<file path="src/rtl/loteria_pkg.sv">
// Shared types and constants for the Loteria input front-end.
package loteria_pkg;

  localparam int unsigned N_DIGITOS_DEF = 4;
  localparam int unsigned NUM_MAX_DEF   = 9;
  localparam int unsigned DIGITO_W      = 4;

  // Button indices; the COLETA priority runs fim > apagar > insere > confirma > fim_jogo
  localparam int unsigned N_BOTOES     = 5;
  localparam int unsigned BTN_INSERE   = 0;
  localparam int unsigned BTN_APAGAR   = 1;
  localparam int unsigned BTN_CONFIRMA = 2;
  localparam int unsigned BTN_FIM_JOGO = 3;
  localparam int unsigned BTN_FIM      = 4;

  typedef enum logic [1:0] {
    COLETA = 2'd0,
    ENVIA  = 2'd1,
    ESPERA = 2'd2,
    FINAL  = 2'd3
  } estado_t;

endpackage

</file>
<file path="src/rtl/loteria_botao.sv">
// Button conditioning: 2-FF synchroniser, stability debounce and registered rising-edge pulse.
module loteria_botao #(
  parameter int unsigned DEBOUNCE_CICLOS = 4
) (
  input  logic clock,
  input  logic reset,
  input  logic i_btn,
  output logic o_pulso
);

  localparam int unsigned CW = $clog2(DEBOUNCE_CICLOS + 1);
  localparam logic [CW-1:0] ALVO = CW'(DEBOUNCE_CICLOS);

  logic          r_sync1;
  logic          r_sync2;
  logic          r_nivel;
  logic          r_nivel_q;
  logic          r_pulso;
  logic [CW-1:0] r_cnt;

  // Level flips only after DEBOUNCE_CICLOS consecutive samples disagree with it
  always_ff @(posedge clock or negedge reset) begin
    if (!reset) begin
      r_sync1   <= 1'b0;
      r_sync2   <= 1'b0;
      r_nivel   <= 1'b0;
      r_nivel_q <= 1'b0;
      r_pulso   <= 1'b0;
      r_cnt     <= '0;
    end else begin
      r_sync1   <= i_btn;
      r_sync2   <= r_sync1;
      r_nivel_q <= r_nivel;
      r_pulso   <= r_nivel & ~r_nivel_q;
      if (r_sync2 != r_nivel) begin
        if (r_cnt == ALVO - CW'(1)) begin
          r_nivel <= r_sync2;
          r_cnt   <= '0;
        end else begin
          r_cnt <= r_cnt + CW'(1);
        end
      end else begin
        r_cnt <= '0;
      end
    end
  end

  assign o_pulso = r_pulso;

endmodule

</file>
<file path="src/rtl/loteria_entrada.sv">
// Loteria front-end: collects a bet from the switches, replays it as an insere burst, drives fim_jogo/fim.
module loteria_entrada
  import loteria_pkg::*;
#(
  parameter int unsigned N_DIGITOS       = N_DIGITOS_DEF,
  parameter int unsigned DEBOUNCE_CICLOS = 4,
  parameter int unsigned NUM_MAX         = NUM_MAX_DEF
) (
  input  logic                               clock,
  input  logic                               reset,
  input  logic [DIGITO_W-1:0]                sw_numero,
  input  logic                               btn_insere,
  input  logic                               btn_apagar,
  input  logic                               btn_confirma,
  input  logic                               btn_fim_jogo,
  input  logic                               btn_fim,
  output logic [DIGITO_W-1:0]                numero,
  output logic                               insere,
  output logic                               fim_jogo,
  output logic                               fim,
  output logic [$clog2(N_DIGITOS+1)-1:0]     contagem,
  output logic                               erro,
  output logic                               ocupado
);

  localparam int unsigned CW = $clog2(N_DIGITOS + 1);
  localparam int unsigned IW = $clog2(N_DIGITOS);
  localparam logic [CW-1:0]       CHEIO  = CW'(N_DIGITOS);
  localparam logic [IW-1:0]       ULTIMO = IW'(N_DIGITOS - 1);
  localparam logic [DIGITO_W-1:0] MAXD   = DIGITO_W'(NUM_MAX);

  logic [N_BOTOES-1:0] w_btn_raw;
  logic [N_BOTOES-1:0] w_pulso;

  assign w_btn_raw = {btn_fim, btn_fim_jogo, btn_confirma, btn_apagar, btn_insere};

  for (genvar g = 0; g < N_BOTOES; g++) begin : g_botao
    loteria_botao #(.DEBOUNCE_CICLOS(DEBOUNCE_CICLOS)) u_botao (
      .clock   (clock),
      .reset   (reset),
      .i_btn   (w_btn_raw[g]),
      .o_pulso (w_pulso[g])
    );
  end

  estado_t             r_estado;
  logic [DIGITO_W-1:0] r_buf [N_DIGITOS];
  logic [CW-1:0]       r_contagem;
  logic [IW-1:0]       r_idx;
  logic [DIGITO_W-1:0] r_numero;
  logic                r_insere;
  logic                r_fim_jogo;
  logic                r_fim;
  logic                r_erro;
  logic                r_ocupado;

  estado_t             w_estado_nx;
  logic [CW-1:0]       w_contagem_nx;
  logic [IW-1:0]       w_idx_nx;
  logic [DIGITO_W-1:0] w_numero_nx;
  logic                w_insere_nx;
  logic                w_fim_jogo_nx;
  logic                w_fim_nx;
  logic                w_erro_nx;
  logic                w_ocupado_nx;
  logic                w_wr_en;

  always_comb begin
    w_estado_nx   = r_estado;
    w_contagem_nx = r_contagem;
    w_idx_nx      = r_idx;
    w_numero_nx   = '0;
    w_insere_nx   = 1'b0;
    w_fim_jogo_nx = 1'b0;
    w_fim_nx      = r_fim;
    w_erro_nx     = 1'b0;
    w_wr_en       = 1'b0;
    case (r_estado)
      COLETA: begin
        if (w_pulso[BTN_FIM]) begin
          w_fim_nx    = 1'b1;
          w_estado_nx = FINAL;
        end else if (w_pulso[BTN_APAGAR]) begin
          if (r_contagem != '0) w_contagem_nx = r_contagem - CW'(1);
        end else if (w_pulso[BTN_INSERE]) begin
          if ((sw_numero <= MAXD) && (r_contagem < CHEIO)) begin
            w_wr_en       = 1'b1;
            w_contagem_nx = r_contagem + CW'(1);
          end else begin
            w_erro_nx = 1'b1;
          end
        end else if (w_pulso[BTN_CONFIRMA]) begin
          if (r_contagem == CHEIO) begin
            w_estado_nx = ENVIA;
            w_insere_nx = 1'b1;
            w_numero_nx = r_buf[0];
            w_idx_nx    = '0;
          end else begin
            w_erro_nx = 1'b1;
          end
        end else if (w_pulso[BTN_FIM_JOGO]) begin
          w_erro_nx = 1'b1;
        end
      end
      // Burst replay; button pulses are dropped here by design
      ENVIA: begin
        if (r_idx == ULTIMO) begin
          w_contagem_nx = '0;
          w_idx_nx      = '0;
          w_estado_nx   = ESPERA;
        end else begin
          w_idx_nx    = r_idx + IW'(1);
          w_insere_nx = 1'b1;
          w_numero_nx = r_buf[w_idx_nx];
        end
      end
      ESPERA: begin
        if (w_pulso[BTN_FIM]) begin
          w_fim_nx    = 1'b1;
          w_estado_nx = FINAL;
        end else if (w_pulso[BTN_APAGAR]) begin
          w_erro_nx = 1'b0;
        end else if (w_pulso[BTN_INSERE] || w_pulso[BTN_CONFIRMA]) begin
          w_erro_nx = 1'b1;
        end else if (w_pulso[BTN_FIM_JOGO]) begin
          w_fim_jogo_nx = 1'b1;
          w_estado_nx   = COLETA;
        end
      end
      FINAL: begin
        w_fim_nx = 1'b1;
      end
      default: begin
        w_estado_nx = COLETA;
      end
    endcase
    w_ocupado_nx = (w_estado_nx == ENVIA) || (w_estado_nx == FINAL);
  end

  always_ff @(posedge clock or negedge reset) begin
    if (!reset) begin
      r_estado   <= COLETA;
      r_contagem <= '0;
      r_idx      <= '0;
      r_numero   <= '0;
      r_insere   <= 1'b0;
      r_fim_jogo <= 1'b0;
      r_fim      <= 1'b0;
      r_erro     <= 1'b0;
      r_ocupado  <= 1'b0;
      for (int i = 0; i < N_DIGITOS; i++) r_buf[i] <= '0;
    end else begin
      r_estado   <= w_estado_nx;
      r_contagem <= w_contagem_nx;
      r_idx      <= w_idx_nx;
      r_numero   <= w_numero_nx;
      r_insere   <= w_insere_nx;
      r_fim_jogo <= w_fim_jogo_nx;
      r_fim      <= w_fim_nx;
      r_erro     <= w_erro_nx;
      r_ocupado  <= w_ocupado_nx;
      if (w_wr_en) r_buf[IW'(r_contagem)] <= sw_numero;
    end
  end

  assign numero   = r_numero;
  assign insere   = r_insere;
  assign fim_jogo = r_fim_jogo;
  assign fim      = r_fim;
  assign contagem = r_contagem;
  assign erro     = r_erro;
  assign ocupado  = r_ocupado;

endmodule

</file>
<file path="config.mk">
export PLATFORM = sky130hd
export DESIGN_NAME = loteria_entrada
export DESIGN_NICKNAME = d
export VERILOG_FILES = /design/src/rtl/loteria_pkg.sv /design/src/rtl/loteria_botao.sv /design/src/rtl/loteria_entrada.sv
export SDC_FILE = /design/constraint.sdc
export NUM_CORES = 1
export LEC_CHECK = 0
export ABC_CLOCK_PERIOD_IN_PS = 3900
export CAP_MARGIN = 20
export CORE_MARGIN = 2
export CORE_UTILIZATION = 39
export CTS_BUF_LIST = sky130_fd_sc_hd__clkbuf_4 sky130_fd_sc_hd__clkbuf_8
export DETAILED_ROUTE_END_ITERATION = 8
export MAX_ROUTING_LAYER = met4
export PLACE_DENSITY = 0.66
export SYNTH_ARGS = -nofsm -noshare
export SYNTH_HDL_FRONTEND = slang
export SYNTH_SLANG_ARGS = --single-unit
</file>
<file path="constraint.sdc">
create_clock -name clock -period 3.9 [get_ports clock]
set_clock_uncertainty 0.1 [all_clocks]
set_input_delay 0.585 -clock clock [delete_from_list [all_inputs] [get_ports clock]]
set_output_delay 0.585 -clock clock [all_outputs]
set_load 0.05 [all_outputs]
</file>
==> results.md <==
- Outcome: finished, final reports clean
- Drt wl/cell: 13.3 um
- Initial Utilization: 0.408
- N_diodes: 0
- Post-synth cell types: 34
- Vias in the first global route: 1570
- Fin crit share: 0.622
- Total Nets Final: 244
- Die height: 89.0 um
- Routed vias/inst: 4.89
- Layout cells sized above 1: 0.216
- Max incr delay on CP: 0.88 ns
- Post-synthesis instance area: 2820 um2
- VDD IR-drop max: 0.431 mV
- # IOs: 23
- Post-route minimum period: 2.42 ns
- Worst R2R Path Depth: 5
- Peak Freq: 412 MHz
- Hold_buf cts: 0
- Post-CTS Setup Bufs: 0
- Worst-path cell chain: clkdlybuf4s50_1
- Power per cell area: 691 nW/um2
- GRT Residual Overflow: 0
- Largest net degree at the start of global routing: 39
- Net Count, Synth: 212
- Worst min path class: in -> async
- Setup crit start kind: register
- Initial antenna violation count: 0
- Worst EP required: 3.21 ns
- RR Endpoint: contagem[2]
- Longest Clk Path Bufs: 2
- Endpoints failing setup: 0
- Number of clock sinks: 72
- HPWL Detailed: 3020 um
- Final GP Congestion: 0.796
- Seq cells post-synth: 72
- Syn. warnings: 0
- Most common cell after layout, fill and taps aside: dfrtp_1
- Fin. max-slew vios: 0
- H-tree Lvls: 3
- Relative slew slack: 0.528
- Post-cts resize count: 0
- Worst r2r src: r_idx[0]
- Via count: 1600
- Post-synthesis cell count: 194
- Clock-pin slew of the registers on the worst-case setup and hold paths: 0.08 ns
- 1st-pass router iterations: 4
- Seq/Total Area, Yosys: 0.639
- Actual slew at the worst max-slew pin: 0.703 ns
- PortBufs: 22
- 1st-iter DRT viols: 91
- Max_cap viols: 0
- Rows: 30
- Clock root buffer: clkbuf_8
- Core area: 6910 um2
- Leakage: 1.52 nW
- Final hold slack: 0.0464 ns
- DRC viols: 0
- Setup TNS: 0 ns
- Die Wd: 89.0 um
- Global-route usage over all layers: 0.131
- Number of CTS-inserted buffers: 9
- WP data arrival: 1.74 ns
- Crit path max fanout: 9
- Most frequent cells in the layout: dfrtp_1, mux2_2, clkdlybuf4s50_1, nor2b_1, clkbuf_8
- Routed WL: 4360 um
- Synth-to-Final Area Change: 18.8%
- Worst skew pair latency: 0.34 ns
- Nature of the critical path endpoint: primary output
- CP Class: reg -> out
- Number of failing hold endpoints at the final stage: 0
- Final ANT Viol Nets: 0
- Syn avg cell area: 14.5 um2
- CTS tree: yes
- Crit path max-delay cell type: clkdlybuf4s50_1
- DIE AREA: 7930 um2
- RSZ-0062 raised after global routing: no
- R2R setup slack: 1.79 ns
- Worst path bufs/invs: 1
- First-pass GRT wire length: 7470 um
- Top Family by Delay on Critical Path: buffers and inverters
==> stage by stage <==
stage	area (um2)	utilization	cells	setup WS, ns	power [mW]
after floorplan	2820	-	194	1.89	1.57
after global placement	3160	0.457	311	1.40	1.75
after detailed placement	3160	0.457	311	1.36	1.77
after CTS	3350	0.485	327	1.44	2.35
after global routing	3350	0.485	327	1.38	2.48
final	3350	0.485	327	1.48	2.31
==> metal layers <==
metal | vias to the layer above | GRT usage | wire [um] | share of wire
met5 | - | - | 0 | 0
li1 | 753 | - | - | -
met4 | 0 | 0.0570 | 52 | 0.012
met1 | 803 | 0.160 | 1990 | 0.46
met2 | 38 | 0.193 | 2070 | 0.48
met3 | 6 | 0.0517 | 245 | 0.056
==> cells in the mapped netlist (all sizes together) <==
master,count,share of area
nor2b,12,0.027
or3,1,0.0040
or2,1,0.0022
ha,6,0.027
nor3b,8,0.021
inv,1,0.0013
dfrtp,72,0.64
nand2b,6,0.013
nand3b,2,0.0053
a22o,4,0.012
nor4b,2,0.012
o21ai,3,0.0053
mux4,4,0.032
clkbuf,2,0.0027
fa,1,0.0071
nor3,5,0.0089
or2b,1,0.0027
a211oi,2,0.0053
o31a,1,0.0031
and3b,3,0.0093
and3,1,0.0022
a31oi,2,0.0044
a21oi,4,0.0071
mux2,24,0.096
buf,1,0.0027
nand2,7,0.0093
xor2,1,0.0031
nor2,7,0.0093
o31ai,1,0.0027
nand3,2,0.0035
xnor2,5,0.016
nor4,1,0.0022
and2,1,0.0022
==> worst max path at each step <==
stage	startpoint	endpoint	slack, ns	depth (start not counted)
5_1_grt	contagem[0]	contagem[0]	1.38	1
2_1_floorplan	contagem[2]	contagem[0]	1.89	4
3_5_place_dp	sw_numero[1]	contagem[2]	1.36	5
4_1_cts	contagem[0]	contagem[0]	1.44	1
3_3_place_gp	sw_numero[1]	contagem[0]	1.40	5
6_report	contagem[0]	contagem[0]	1.48	1
==> registers in the layout (all words and copies together), names as in the netlist, 2 cells and up <==
signal,cells
g_botao.u_botao.r_sync1,5
g_botao.u_botao.r_cnt,15
contagem,3
r_buf,16
r_estado,2
g_botao.u_botao.r_sync2,5
numero,4
g_botao.u_botao.r_nivel_q,5
r_idx,2
g_botao.u_botao.r_nivel,5
g_botao.u_botao.o_pulso,5
==> where the power goes <==
part	total, mW	internal (mW)	switching [mW]	leakage, nW
registers	1.12	0.939	0.184	0.917
logic	0.618	0.304	0.314	0.506
clock network	0.573	0.296	0.276	0.0998
total	2.31	1.54	0.774	1.52
==> cell families after synthesis <==
family,Yosys count,synth area share
AND/OR/NAND/NOR,60,0.134
multiplexers,28,0.128
adder cells (fa/ha/maj),7,0.0337
XOR/XNOR,6,0.0186
AO/OA/AOI/OAI,17,0.0404
buffers and inverters,4,0.00666
flip-flops,72,0.639
==> area by class of cell <==
type                            instances  area (um2)
Clock buffer                            9         124
Sequential cell                        72        1800
Tap cell                               96         120
Clock inverter                          7        70.1
Timing Repair Buffer                   24         230
Fill cell                             630        3560
Inverter                                1        3.75
Multi-Input combinational cell        118        1000
No activity file was read; power rests on OpenSTA's default activity.
